<file path="src/rtl/fsize_fifo_writer_if.sv">
// Upstream valid/ready stream feeding the FIFO write front end.
// The master drives valid/data; the slave (writer) returns ready.
interface fsize_fifo_writer_if #(
   parameter int DW = 32
) ();
   logic          s_valid;
   logic [DW-1:0] s_data;
   logic          s_ready;

   modport master (output s_valid, output s_data, input s_ready);
   modport slave  (input s_valid, input s_data, output s_ready);
endinterface

</file>
<file path="src/rtl/fsize_fifo_writer.sv">
// Write-side front end for the non-power-of-two dual-clock FIFO.
// Turns an upstream valid/ready stream into registered enq/din and
// tracks occupancy against a read-pointer snapshot that the RCLK side
// hands over with a toggle req/ack handshake. Pointers run over
// 0..2*LEN_SUM-1 so that full and empty stay distinguishable.
module fsize_fifo_writer #(
   parameter int DW        = 32,
   parameter int LEN_LOG_A = 12,
   parameter int LEN_LOG_B = 9,
   parameter int LEN_SUM   = (1 << LEN_LOG_A) + (1 << LEN_LOG_B),
   parameter int PW        = LEN_LOG_A + 2,
   parameter int AFULL_TH  = LEN_SUM - 16
) (
   input  logic                WCLK,
   input  logic                RST_X,
   input  logic                WRST,
   fsize_fifo_writer_if.slave  s_if,
   output logic                enq,
   output logic [DW-1:0]       din,
   input  logic [PW-1:0]       rptr_snap,
   input  logic                rsnap_req,
   output logic                wsnap_ack,
   output logic [PW-1:0]       wcount,
   output logic                almost_full,
   output logic                ptr_err
);

   localparam logic [PW-1:0] DEPTH    = PW'(LEN_SUM);
   localparam logic [PW-1:0] PTR_MAX  = PW'(2 * LEN_SUM - 1);
   localparam logic [PW-1:0] PTR_SPAN = PW'(2 * LEN_SUM);
   localparam logic [PW-1:0] AFULL    = PW'(AFULL_TH);

   logic [PW-1:0] wptr;
   logic [PW-1:0] rptr_w;
   logic          req_s1;
   logic          req_s2;
   logic          req_s3;
   logic          capture;
   logic          ready_int;
   logic          acc;

   // Occupancy from the extended pointers; the wrapped case adds the
   // span back (PW bits are wide enough for 2*LEN_SUM-1).
   always_comb begin
      wcount = '0;
      if (wptr >= rptr_w) begin
         wcount = wptr - rptr_w;
      end else begin
         wcount = wptr + PTR_SPAN - rptr_w;
      end
   end

   assign almost_full = (wcount >= AFULL);
   // Ready depends only on registered state so it never combinationally
   // follows s_valid.
   assign ready_int   = (wcount < DEPTH) & ~ptr_err;
   assign s_if.s_ready = ready_int;
   assign acc         = s_if.s_valid & ready_int;
   assign capture     = req_s2 ^ req_s3;

   // Request toggle synchronizer and acknowledge; only the async reset
   // clears these so a write-domain soft reset cannot lose a handshake.
   always_ff @(posedge WCLK or negedge RST_X) begin
      if (!RST_X) begin
         req_s1    <= 1'b0;
         req_s2    <= 1'b0;
         req_s3    <= 1'b0;
         wsnap_ack <= 1'b0;
      end else begin
         req_s1 <= rsnap_req;
         req_s2 <= req_s1;
         req_s3 <= req_s2;
         if (capture) begin
            wsnap_ack <= req_s2;
         end
      end
   end

   // Write pointer, read-pointer snapshot, registered FIFO write port and
   // sticky pointer error. rptr_snap is stable while a request is
   // outstanding, so sampling it on the capture edge is safe.
   always_ff @(posedge WCLK or negedge RST_X) begin
      if (!RST_X) begin
         wptr    <= '0;
         rptr_w  <= '0;
         enq     <= 1'b0;
         din     <= '0;
         ptr_err <= 1'b0;
      end else if (WRST) begin
         wptr    <= '0;
         rptr_w  <= '0;
         enq     <= 1'b0;
         din     <= '0;
         ptr_err <= 1'b0;
      end else begin
         enq <= acc;
         if (acc) begin
            din  <= s_if.s_data;
            wptr <= (wptr == PTR_MAX) ? '0 : wptr + 1'b1;
         end
         if (capture) begin
            rptr_w <= rptr_snap;
         end
         if ((wcount > DEPTH) || (capture && (rptr_snap > PTR_MAX))) begin
            ptr_err <= 1'b1;
         end
      end
   end

endmodule

</file>
<file path="src/flat_wrapper.sv">
// flat-port wrapper written by rule: the top's interface ports become plain ports
module fsize_fifo_writer_flat 
#(
   parameter int DW        = 32,
   parameter int LEN_LOG_A = 12,
   parameter int LEN_LOG_B = 9,
   parameter int LEN_SUM   = (1 << LEN_LOG_A) + (1 << LEN_LOG_B),
   parameter int PW        = LEN_LOG_A + 2,
   parameter int AFULL_TH  = LEN_SUM - 16
)
  (WCLK, RST_X, WRST, enq, din, rptr_snap, rsnap_req, wsnap_ack, wcount, almost_full, ptr_err, s_if_s_valid, s_if_s_data, s_if_s_ready);
  fsize_fifo_writer_if #(.DW(DW)) s_if_i ();
  input  logic WCLK;
  input  logic RST_X;
  input  logic WRST;
  output logic enq;
  output logic [DW-1:0] din;
  input  logic [PW-1:0] rptr_snap;
  input  logic rsnap_req;
  output logic wsnap_ack;
  output logic [PW-1:0] wcount;
  output logic almost_full;
  output logic ptr_err;
  input wire logic [$bits(s_if_i.s_valid)-1:0] s_if_s_valid;
  input wire logic [$bits(s_if_i.s_data)-1:0] s_if_s_data;
  output wire logic [$bits(s_if_i.s_ready)-1:0] s_if_s_ready;
  assign s_if_i.s_valid = s_if_s_valid;
  assign s_if_i.s_data = s_if_s_data;
  assign s_if_s_ready = s_if_i.s_ready;
  fsize_fifo_writer #(.DW(DW), .LEN_LOG_A(LEN_LOG_A), .LEN_LOG_B(LEN_LOG_B), .LEN_SUM(LEN_SUM), .PW(PW), .AFULL_TH(AFULL_TH)) u_core (.WCLK(WCLK), .RST_X(RST_X), .WRST(WRST), .s_if(s_if_i), .enq(enq), .din(din), .rptr_snap(rptr_snap), .rsnap_req(rsnap_req), .wsnap_ack(wsnap_ack), .wcount(wcount), .almost_full(almost_full), .ptr_err(ptr_err));
endmodule
</file>
<file path="config.mk">
export PLATFORM = sky130hd
export DESIGN_NAME = fsize_fifo_writer_flat
export DESIGN_NICKNAME = d
export VERILOG_FILES = /design/src/rtl/fsize_fifo_writer_if.sv /design/src/rtl/fsize_fifo_writer.sv /design/src/flat_wrapper.sv
export SDC_FILE = /design/constraint.sdc
export NUM_CORES = 1
export LEC_CHECK = 0
export CORE_MARGIN = 2
export CORE_UTILIZATION = 53
export DETAILED_ROUTE_END_ITERATION = 7
export PLACE_DENSITY = 0.82
export SLEW_MARGIN = 25
export SYNTH_ARGS = -nofsm -noshare
export SYNTH_HDL_FRONTEND = slang
export SYNTH_SLANG_ARGS = --single-unit
</file>
<file path="constraint.sdc">
create_clock -name WCLK -period 4.76 [get_ports WCLK]
set_clock_uncertainty 0.2 [all_clocks]
set_input_delay 1.19 -clock WCLK [delete_from_list [all_inputs] [get_ports WCLK]]
set_output_delay 1.19 -clock WCLK [all_outputs]
set_load 0.02 [all_outputs]
</file>
==> results by group <==
Status
  • Run status: complete, but fails checks
  • Failing checks: negative setup slack

Layout
  • Filler instances: between 600 and 700
  • Register area: around 1700 um2
  • Post-layout nets: around 830
  • Area Overhead vs Synth: 39.9%
  • Layout cell share with drive strength beyond 1: 0.185
  • Ant diodes: 0
  • Final core occ: 0.759
  • Area of the multi-input gates: ~3200 um2

STA
  • F_max: 207 MHz
  • Number of setup violations in the final report: 2
  • Slew margin rel.: 0.366
  • Final cycle utilization of the critical path: 1.01
  • Hold_ws: between 150 and 200 ps
  • Slew @ Worst Pin: about 950 ps
  • RSZ-0062 raised after global routing: true
  • Clock period minus worst slack: 4830 ps
  • Final hold violation count: 0
  • Pins Over Slew Limit: 0
  • Final setup margin: -67.6 ps

Global route
  • Pin count of the biggest net entering global routing: 73
  • GRT overflow: 0
  • Antenna violations before repair: 0
  • GR Util All Layers: 0.303
  • Number of global-route vias before repair: roughly 5000
  • First-pass GRT wire length: 24200 um

Clock tree
  • Clk slew on worst S/H paths: around 70 ps
  • Clock Sinks: 66
  • CTS buffer count: 9
  • Bufs on Longest Clock Path: 2
  • Clock root buffer: clkbuf_8
  • CTS tree: built
  • Skew-Pair Late Insertion Delay: roughly 350 ps
  • Number of H-tree levels: 3

Critical path
  • CP Cell Sequence: inv_2, ha_4, inv_2, fa_1, nand2b_4, a221o_1, a221oi_2, buf_4, a311oi_4, xnor2_2, buf_4, o311a_4, nor3_2, buf_4
  • CP Launch Point: u_core.rptr_w[1]
  • Crit path kind: reg2out
  • Max stage delay cell, worst path: fa_1
  • CP startpoint kind: register
  • Crit path max-delay family: compound AO/OA/AOI/OAI gates
  • Top cell by count, worst path: buf_4
  • CP Capture Type: output port
  • Reg2reg start: u_core.rptr_w[1]
  • Arr. time, crit path: between 3000 and 4000 ps
  • Crit-path max FO: 2
  • Buf/Inv on CP: 5
  • CP Data Required Time: between 3000 and 4000 ps
  • Crit path largest cell delay: 480 ps

Placed design
  • Buffers on Ports: 101
  • DP HPWL: about 11000 um
  • GPL Wtd Cong: roughly 0.94

Pwr
  • Pleak: about 3.1 nW
  • PD cells: 319 nW/um2
  • Cell Int Power: about 1.4 mW
  • Worst IR Drop VDD: approximately 0.00025 V
  • Reg power frac: 0.286
  • Sw Pwr: 0.839 mW
  • Comb pwr share: 0.479
  • Clock Power Share: 0.235
  • Sw frac: 0.376

Floorplan
  • Die area: just over 10000 um2
  • Rows: 35
  • # IOs: about 100
  • Die height: 101 um
  • Core area: about 9200 um2
  • Initial Utilization: 0.542
  • Die W: 101 um

Detailed routing
  • Vias/cell: between 5 and 6
  • Pre-Repair DR Iteration Count: 7
  • Drt wl/cell: 17.9 um
  • Post-DRT Antenna Nets: 0
  • DR DRC count: 0
  • Via count: 5104
  • Final WL: 15300 um
  • DRT iter0 DRCs: about 350

Logic synthesis
  • Synth Cell Area: between 4000 and 5000 um2
  • Adder-Cell Fraction of Synth Area: 0.121
  • Ys flop type: dfrtp_1
  • EDFF count, synth: 0
  • Post-synthesis xor/xnor area fraction: 0.0298
  • Synth area leader: dfrtp_1
  • Post-synthesis simple-gate area fraction: 0.223
  • Seq cells post-synth: 66
  • Synth Area in Compound Gates: 0.145
  • Async SR Flop Fraction: 1.00
  • Post-synthesis net count: ~670
  • Yosys warning count: 0
  • Most frequent cells after synthesis: nand2_1 (126), dfrtp_1 (66), inv_1 (47)
  • Avg Inst Size Synth: about 8.7 um2
  • Mux contribution to synthesized area: 0.0860
  • Most frequent cell after synthesis: nand2_1
  • Post-synth top area share: 0.331
  • Synth cell types: 67
  • Synth area leaders: dfrtp_1 (33%), nand2_1 (9.5%), ha_1 (7.3%), mux2i_1 (7.0%), fa_1 (4.8%)
  • Cells after synthesis: roughly 580
  • Largest family of logic cells by synthesized area: simple AND/OR/NAND/NOR gates
  • Seq/Total Area, Yosys: 0.331

Run
  • Max-cap violation count: 0

Min path
  • Hold wc startpoint: u_core.req_s1
  • Worst Hold Class: reg2reg
kinds of logic after synthesis:
group,after synthesis
compound gates,100
xor+xnor,17
fa+ha+maj,41
buf+inv,75
flops,66
mux,42
simple gates,235
routing by layer:
layer	wire length [um]	track usage
met5	0	0
met1	5940	0.374
met2	7720	0.524
met3	1200	0.0645
met4	453	0.107
placed cells by master, fill, tap and decap left out, drive strengths merged, types with 13 or more instances in the layout:
| master | netlist | routed |
|---|---|---|
| a21oi | 29 | 29 |
| buf | 11 | 82 |
| clkbuf | 16 | 13 |
| clkdlybuf4s50 | 0 | 85 |
| dfrtp | 66 | 66 |
| ha | 29 | 29 |
| inv | 48 | 49 |
| mux2i | 35 | 35 |
| nand2 | 126 | 126 |
| nor2 | 24 | 24 |
| nor3 | 15 | 15 |
| nor4 | 15 | 15 |
| o21ai | 16 | 16 |
what timing repair did:
action | CTS | global route
setup endpoints to repair | 15 | 14
setup buffers | 3 | 5
pin swaps | 6 | 13
resized for setup | 38 | 33
hold buffers | 0 | 0
through the flow:
| step | total power [mW] | instance area, um2 | instances | setup WS [ps] | setup TNS (ps) |
|---|---|---|---|---|---|
| detailed placement | 1.66 | 6540 | 831 | -135 | -319 |
| finish | 2.23 | 6980 | 855 | -67.6 | -122 |
| global placement | 1.63 | 6540 | 831 | -15.7 | -15.7 |
| global route | 2.33 | 6980 | 855 | -213 | -484 |
| CTS | 2.20 | 6840 | 850 | -50.2 | -143 |
| floorplan | 1.20 | 4990 | 576 | 12.4 | 0 |
registers in the layout, summed over array words and instances (netlist names):
signal            flops
u_core.enq            1
u_core.req_s1         1
u_core.wptr          14
u_core.wsnap_ack      1
u_core.ptr_err        1
u_core.req_s2         1
u_core.din           32
u_core.rptr_w        14
u_core.req_s3         1
layout make-up:
cell class,instances,area share
inverter,48,0.0258
clock inverter,6,0.0129
timing repair buffer,179,0.229
multi-input combinational,435,0.457
sequential,66,0.237
tap,111,0.0199
clock buffer,10,0.0183
worst paths after layout:
check	endpoint	slack (ps)	cells after the start
setup reg to reg	u_core.din[26]	380	16
min in group asynchronous	u_core.din[7]	610	1
setup / recovery	s_if_s_ready	-70	14
max in group asynchronous	u_core.din[3]	2990	2
hold reg to reg	u_core.req_s2	150	0
hold / removal	u_core.req_s2	150	0
power groups by stage:
stage	Combinational [mW]	Sequential, mW	Clock, mW
after floorplan	0.515	0.688	0
after global placement	0.983	0.645	0
after detailed placement	1.01	0.648	0
after CTS	1.03	0.638	0.532
after global routing	1.13	0.643	0.554
final	1.07	0.638	0.523
Note: power is estimated with default switching activity, not from simulation.
==> RTL edit 1, RTL diff (config.mk and constraints unchanged) <==
`LEN_LOG_A` is set to 12 in 2 places; all go to 13.
--- a/src/rtl/fsize_fifo_writer.sv
+++ b/src/rtl/fsize_fifo_writer.sv
@@ -5,7 +5,7 @@
 // 0..2*LEN_SUM-1 so that full and empty stay distinguishable.
 module fsize_fifo_writer #(
    parameter int DW        = 32,
-   parameter int LEN_LOG_A = 12,
+   parameter int LEN_LOG_A = 13,
    parameter int LEN_LOG_B = 9,
    parameter int LEN_SUM   = (1 << LEN_LOG_A) + (1 << LEN_LOG_B),
    parameter int PW        = LEN_LOG_A + 2,
--- a/src/flat_wrapper.sv
+++ b/src/flat_wrapper.sv
@@ -2,7 +2,7 @@
 module fsize_fifo_writer_flat 
 #(
    parameter int DW        = 32,
-   parameter int LEN_LOG_A = 12,
+   parameter int LEN_LOG_A = 13,
    parameter int LEN_LOG_B = 9,
    parameter int LEN_SUM   = (1 << LEN_LOG_A) + (1 << LEN_LOG_B),
    parameter int PW        = LEN_LOG_A + 2,
Ports: changed (resized rptr_snap and wcount); port bits go from 102 to 104. No check against the original RTL was run, so the function may have changed too.
==> RTL edit 1 against the original RTL <==
Die area fell by 1.1%. Sequential cell count rose by 2. Combinational power fell by 14%. Critical path depth fell by 1. Final area rose by 0.70%. Routed wire length fell by 6.8%. Via count fell by 5.3%. Area after synthesis fell by 1.2%. Worst setup slack improved by 0.098 ns. Global-route usage fell by 1.9 points. Register-to-register slack improved by 0.23 ns. Power fell by 9.6%. Cell count fell by 1.1%. Highest routed layer unchanged.
==> RTL edit 1: results (changes against the original RTL) <==
| Metric | Value |
|---|---|
| Drt first pass iters | 5 (was 7) |
| Share of cells above drive strength 1 | 0.210 (was 0.185) |
| Final nets | 828 (was 831) |
| Leading registers by flop count | u_core.din (32), u_core.rptr_w (15), u_core.wptr (15) (was u_core.din (32), u_core.rptr_w (14), u_core.wptr (14)) |
| Met2 global-route usage | 0.489 (was 0.524) |
| Cell leakage power | 3.15 nW (was 3.14 nW) |
| GR Util met1 | 0.364 (was 0.374) |
| Synth unique cells | 63 (was 67) |
| GP Congestion | 0.915 (was 0.941) |
| Crit path launch | u_core.rptr_w[4] (was u_core.rptr_w[1]) |
| Peak VDD IR | 0.000223 V (was 0.000253 V) |
| DP Cell Count | 820 (was 831) |
| DR iter-0 viols | 277 (was 352) |
| Sequential area share after synthesis | 0.345 (was 0.331) |
| DR WL/cell | 16.9 µm (was 17.9 µm) |
| CP arrival | 3.34 ns (was 3.44 ns) |
| FF-to-FF path depth | 15 (was 16) |
| Fin cells | 846 (was 855) |
| DR vias/cell | 5.72 (was 5.97) |
| Outcome | complete, no violations (was complete, but fails checks) |
| I/O Buffers | 103 (was 101) |
| Max clock buf depth | 2 (unchanged) |
| Cells after Synth | 546 (was 576) |
| Reg2reg end | u_core.ptr_err (was u_core.din[26]) |
| Max FO, Critical Path | 3 (was 2) |
| Synth Net Count | 643 (was 668) |
| Largest net degree at the start of global routing | 62 (was 73) |
| Worst reg2reg path startpoint | u_core.rptr_w[3] (was u_core.rptr_w[1]) |
| GR Util All Layers | 0.284 (was 0.303) |
| Worst-margin pin slew | 0.661 ns (was 0.948 ns) |
| Top post-synthesis cells by area | dfrtp_1 (35%), ha_1 (7.9%), mux2i_1 (7.7%) (was dfrtp_1 (33%), nand2_1 (9.5%), ha_1 (7.3%)) |
| First-pass GRT wire length | 22700 µm (was 24200 µm) |
| Hpwl dp | 10800 µm (was 11400 µm) |
| Vias in the first global route | 4832 (was 5007) |
| Grt met3 use | 0.0485 (was 0.0645) |
| R2R setup slack | 0.61 ns (was 0.38 ns) |
| Cell family with most CP delay | adder cells (was compound AO/OA/AOI/OAI gates) |
-- RTL edit 1: changes by cell type after synthesis, moves of 5 or more --
cell | unedited run | this run
a32o_1 | 5 | 0
nand2b_1 | 3 | 8
nor2_1 | 24 | 70
clkbuf_1 | 16 | 8
nor3_1 | 15 | 10
nand2_1 | 126 | 57
nor2b_1 | 3 | 10
or4_1 | 8 | 3
and3_1 | 6 | 13
nor4_1 | 15 | 4
o21ai_0 | 14 | 19
-- RTL edit 1: per-layer routing --
| layer | vias to the layer above | share of wire |
|---|---|---|
| li1 | 2251 | - |
| met1 | 2340 | 0.41 |
| met2 | 217 | 0.50 |
| met3 | 28 | 0.066 |
| met4 | 0 | 0.025 |
| met5 | - | 0 |
-- RTL edit 1: through the flow --
| step | TNS, ns | hold slack, ns | instance area, µm² | utilization | setup WS, ns |
|---|---|---|---|---|---|
| after global placement | -0.261 | 0.136 | 6590 | 0.720 | -0.176 |
| after floorplan | 0 | 0.131 | 4930 | - | 0.0121 |
| after global routing | -0.217 | 0.180 | 7030 | 0.768 | -0.0844 |
| after CTS | 0 | 0.171 | 6820 | 0.746 | 0.0135 |
| after detailed placement | -0.418 | 0.150 | 6590 | 0.720 | -0.260 |
| final | 0 | 0.166 | 7030 | 0.768 | 0.0299 |
-- RTL edit 1: cells by family (layout without fill, tap and decap cells) --
family | after synthesis | count (layout) | synth area share
DFF | 68 | 68 | 0.345
and+or+nand+nor | 213 | 213 | 0.209
buffers and inverters | 60 | 249 | 0.0510
adders and majority gates | 45 | 45 | 0.135
AOI/OAI and AO/OA | 95 | 95 | 0.132
muxes | 43 | 43 | 0.0886
xor gates and xnor gates | 22 | 22 | 0.0391
-- RTL edit 1: power by group through the flow --
stage / registers [W] / clock network, W / logic, W
finish: 0.000642 / 0.000458 / 0.000916
global route: 0.000646 / 0.000491 / 0.000981
CTS: 0.000641 / 0.000468 / 0.000864
detailed placement: 0.000650 / 0 / 0.000860
global placement: 0.000649 / 0 / 0.000841
floorplan: 0.000682 / 0 / 0.000431
-- RTL edit 1: timing repair --
item,4_1_cts,5_1_grt
hold buffers,0,0
pin swaps,4,17
gates resized for setup,28,38
setup endpoints to repair,12,10
setup buffers,3,8
-- RTL edit 1: layout make-up --
cell class	instances	area (µm²)
timing repair buffer	191	1690
inverter	43	161
multi-input combinational	418	3150
tap	111	139
sequential	68	1700
clock buffer	9	124
fill	612	2120
clock inverter	6	66.3
==> RTL edit 2, RTL diff (same flow settings) <==
Without the edit above. Reset style: synchronous (`RST_X`), changed in 2 clocked blocks. Comments in the files are not updated.
--- a/src/rtl/fsize_fifo_writer.sv
+++ b/src/rtl/fsize_fifo_writer.sv
@@ -60,7 +60,7 @@
 
    // Request toggle synchronizer and acknowledge; only the async reset
    // clears these so a write-domain soft reset cannot lose a handshake.
-   always_ff @(posedge WCLK or negedge RST_X) begin
+   always_ff @(posedge WCLK) begin
       if (!RST_X) begin
          req_s1    <= 1'b0;
          req_s2    <= 1'b0;
@@ -79,7 +79,7 @@
    // Write pointer, read-pointer snapshot, registered FIFO write port and
    // sticky pointer error. rptr_snap is stable while a request is
    // outstanding, so sampling it on the capture edge is safe.
-   always_ff @(posedge WCLK or negedge RST_X) begin
+   always_ff @(posedge WCLK) begin
       if (!RST_X) begin
          wptr    <= '0;
          rptr_w  <= '0;
Behaviour: differs if RST_X is asserted again (counterexample within 4 cycles, from zero or initial values and one cycle with RST_X low); with RST_X held inactive, the same outputs for 4 cycles.
==> RTL edit 2 against the original RTL <==
Worst setup slack gained 0.056 ns. Area after synthesis fell by 13%. Via count is 7.5% lower. Register-to-register slack improved by 0.03 ns. Final area fell by 10%. Non-clock buffer count is 24 lower. Critical path depth decreased by 1. Core utilization rose by 1.8 points. Highest routed layer unchanged. Power shrank 23%. Routed wire length decreased by 12%. Largest cell class unchanged. Sequential cell count stayed put. The run still ends with setup timing left.
==> RTL edit 2: results (changes against the original RTL) <==
| Metric | Value |
|---|---|
| Outcome | complete, but fails checks (unchanged) |
| Failing checks | setup timing (unchanged) |
| Hold_sp | u_core.req_s1 (unchanged) |
| Comb_multi_in | 428 (was 435) |
| DR WL/cell | 16.6 µm (was 17.9 µm) |
| DR vias/cell | 5.81 (was 5.97) |
| Sequential area share after synthesis | 0.303 (was 0.331) |
| CTS resizes | 14 (was 38) |
| Share of cells above drive strength 1 | 0.182 (was 0.185) |
| Vias in the first global route | 4457 (was 5007) |
| First-pass GRT wire length | 20400 µm (was 24200 µm) |
| Non-clock buffering overhead | 0.232 (was 0.229) |
| GP Congestion | 0.981 (was 0.941) |
| Nonclk inv count | 44 (was 48) |
| Setup Slack @ Placement | -0.0847 ns (was -0.135 ns) |
| Grt met3 use | 0.0902 (was 0.0645) |
| Worst-margin pin slew | 0.634 ns (was 0.948 ns) |
| Compound-gate portion of the synthesized area | 0.202 (was 0.145) |
| Setup WS post-layout | -0.0121 ns (was -0.0676 ns) |
| Reg2reg end | u_core.wptr[4] (was u_core.din[26]) |
| Area after DPL | 5720 µm² (was 6540 µm²) |
| Adder-Cell Fraction of Synth Area | 0.131 (was 0.121) |
| Seq area share | 0.212 (was 0.237) |
| CP arrival | 3.38 ns (was 3.44 ns) |
| Final clock-cell share | 0.0380 (was 0.0312) |
| Synth unique cells | 60 (was 67) |
| Cell area after layout | 6280 µm² (was 6980 µm²) |
| Non-clk bufs | 155 (was 179) |
| Final setup fails | 1 (was 2) |
| Final core utilization | 0.777 (was 0.759) |
| Worst reg2reg path startpoint | u_core.rptr_w[5] (was u_core.rptr_w[1]) |
| CP max stage delay | 0.59 ns (was 0.48 ns) |
| Met2 global-route usage | 0.467 (was 0.524) |
| Seq cells | 66 (unchanged) |
| Hold path depth | 1 (was 0) |
| Peak VDD IR | 0.000190 V (was 0.000253 V) |
| WL met1 | 5440 µm (was 5940 µm) |
| Mux contribution to synthesized area | 0.00947 (was 0.0860) |
| GR Util met1 | 0.342 (was 0.374) |
| Met2 routed wirelength | 6350 µm (was 7720 µm) |
| Synth Net Count | 655 (was 668) |
| Top cells by instance count after synthesis | nand2_1 (96), dfxtp_1 (66), nand3_1 (49) (was nand2_1 (126), dfrtp_1 (66), inv_1 (47)) |
| Post-synth ARST share | 0 (was 1.00) |
| Largest net degree at the start of global routing | 92 (was 73) |
| Total setup buffers inserted after CTS | 1 (was 3) |
| Setup TNS | -0.0121 ns (was -0.122 ns) |
| Hpwl dp | 9140 µm (was 11400 µm) |
| Fin cells | 813 (was 855) |
| Cell leakage power | 2.57 nW (was 3.14 nW) |
-- RTL edit 2: cell types whose count changed in the layout (fill, tap and decap cells not counted), sizes merged, moves of 5 or more --
cell	change
a21oi	+6
mux2i	-32
nor4	-11
or4	-8
dfrtp	-66
dfxtp	+66
buf	-26
nand2	-30
mux2	-6
nand3	+37
nor3	-11
a21o	+5
o21ai	+32
-- RTL edit 2: how the worst max path moves through the flow --
stage                     start      endpoint  slack, ns  cells past startpoint
2_1_floorplan  u_core.rptr_w[4]   almost_full       0.26                     12
4_1_cts        u_core.rptr_w[4]  s_if_s_ready      -0.08                     12
5_1_grt        u_core.rptr_w[5]   almost_full      -0.11                     13
6_report       u_core.rptr_w[5]   almost_full      -0.01                     13
3_3_place_gp   u_core.rptr_w[3]  s_if_s_ready      0.006                     12
3_5_place_dp   u_core.rptr_w[3]  s_if_s_ready      -0.08                     12
-- RTL edit 2: report_power, final --
part	internal (W)	switching, W
sequential	0.000572	0.0000139
clock	0.000348	0.000221
combinational	0.000251	0.000301
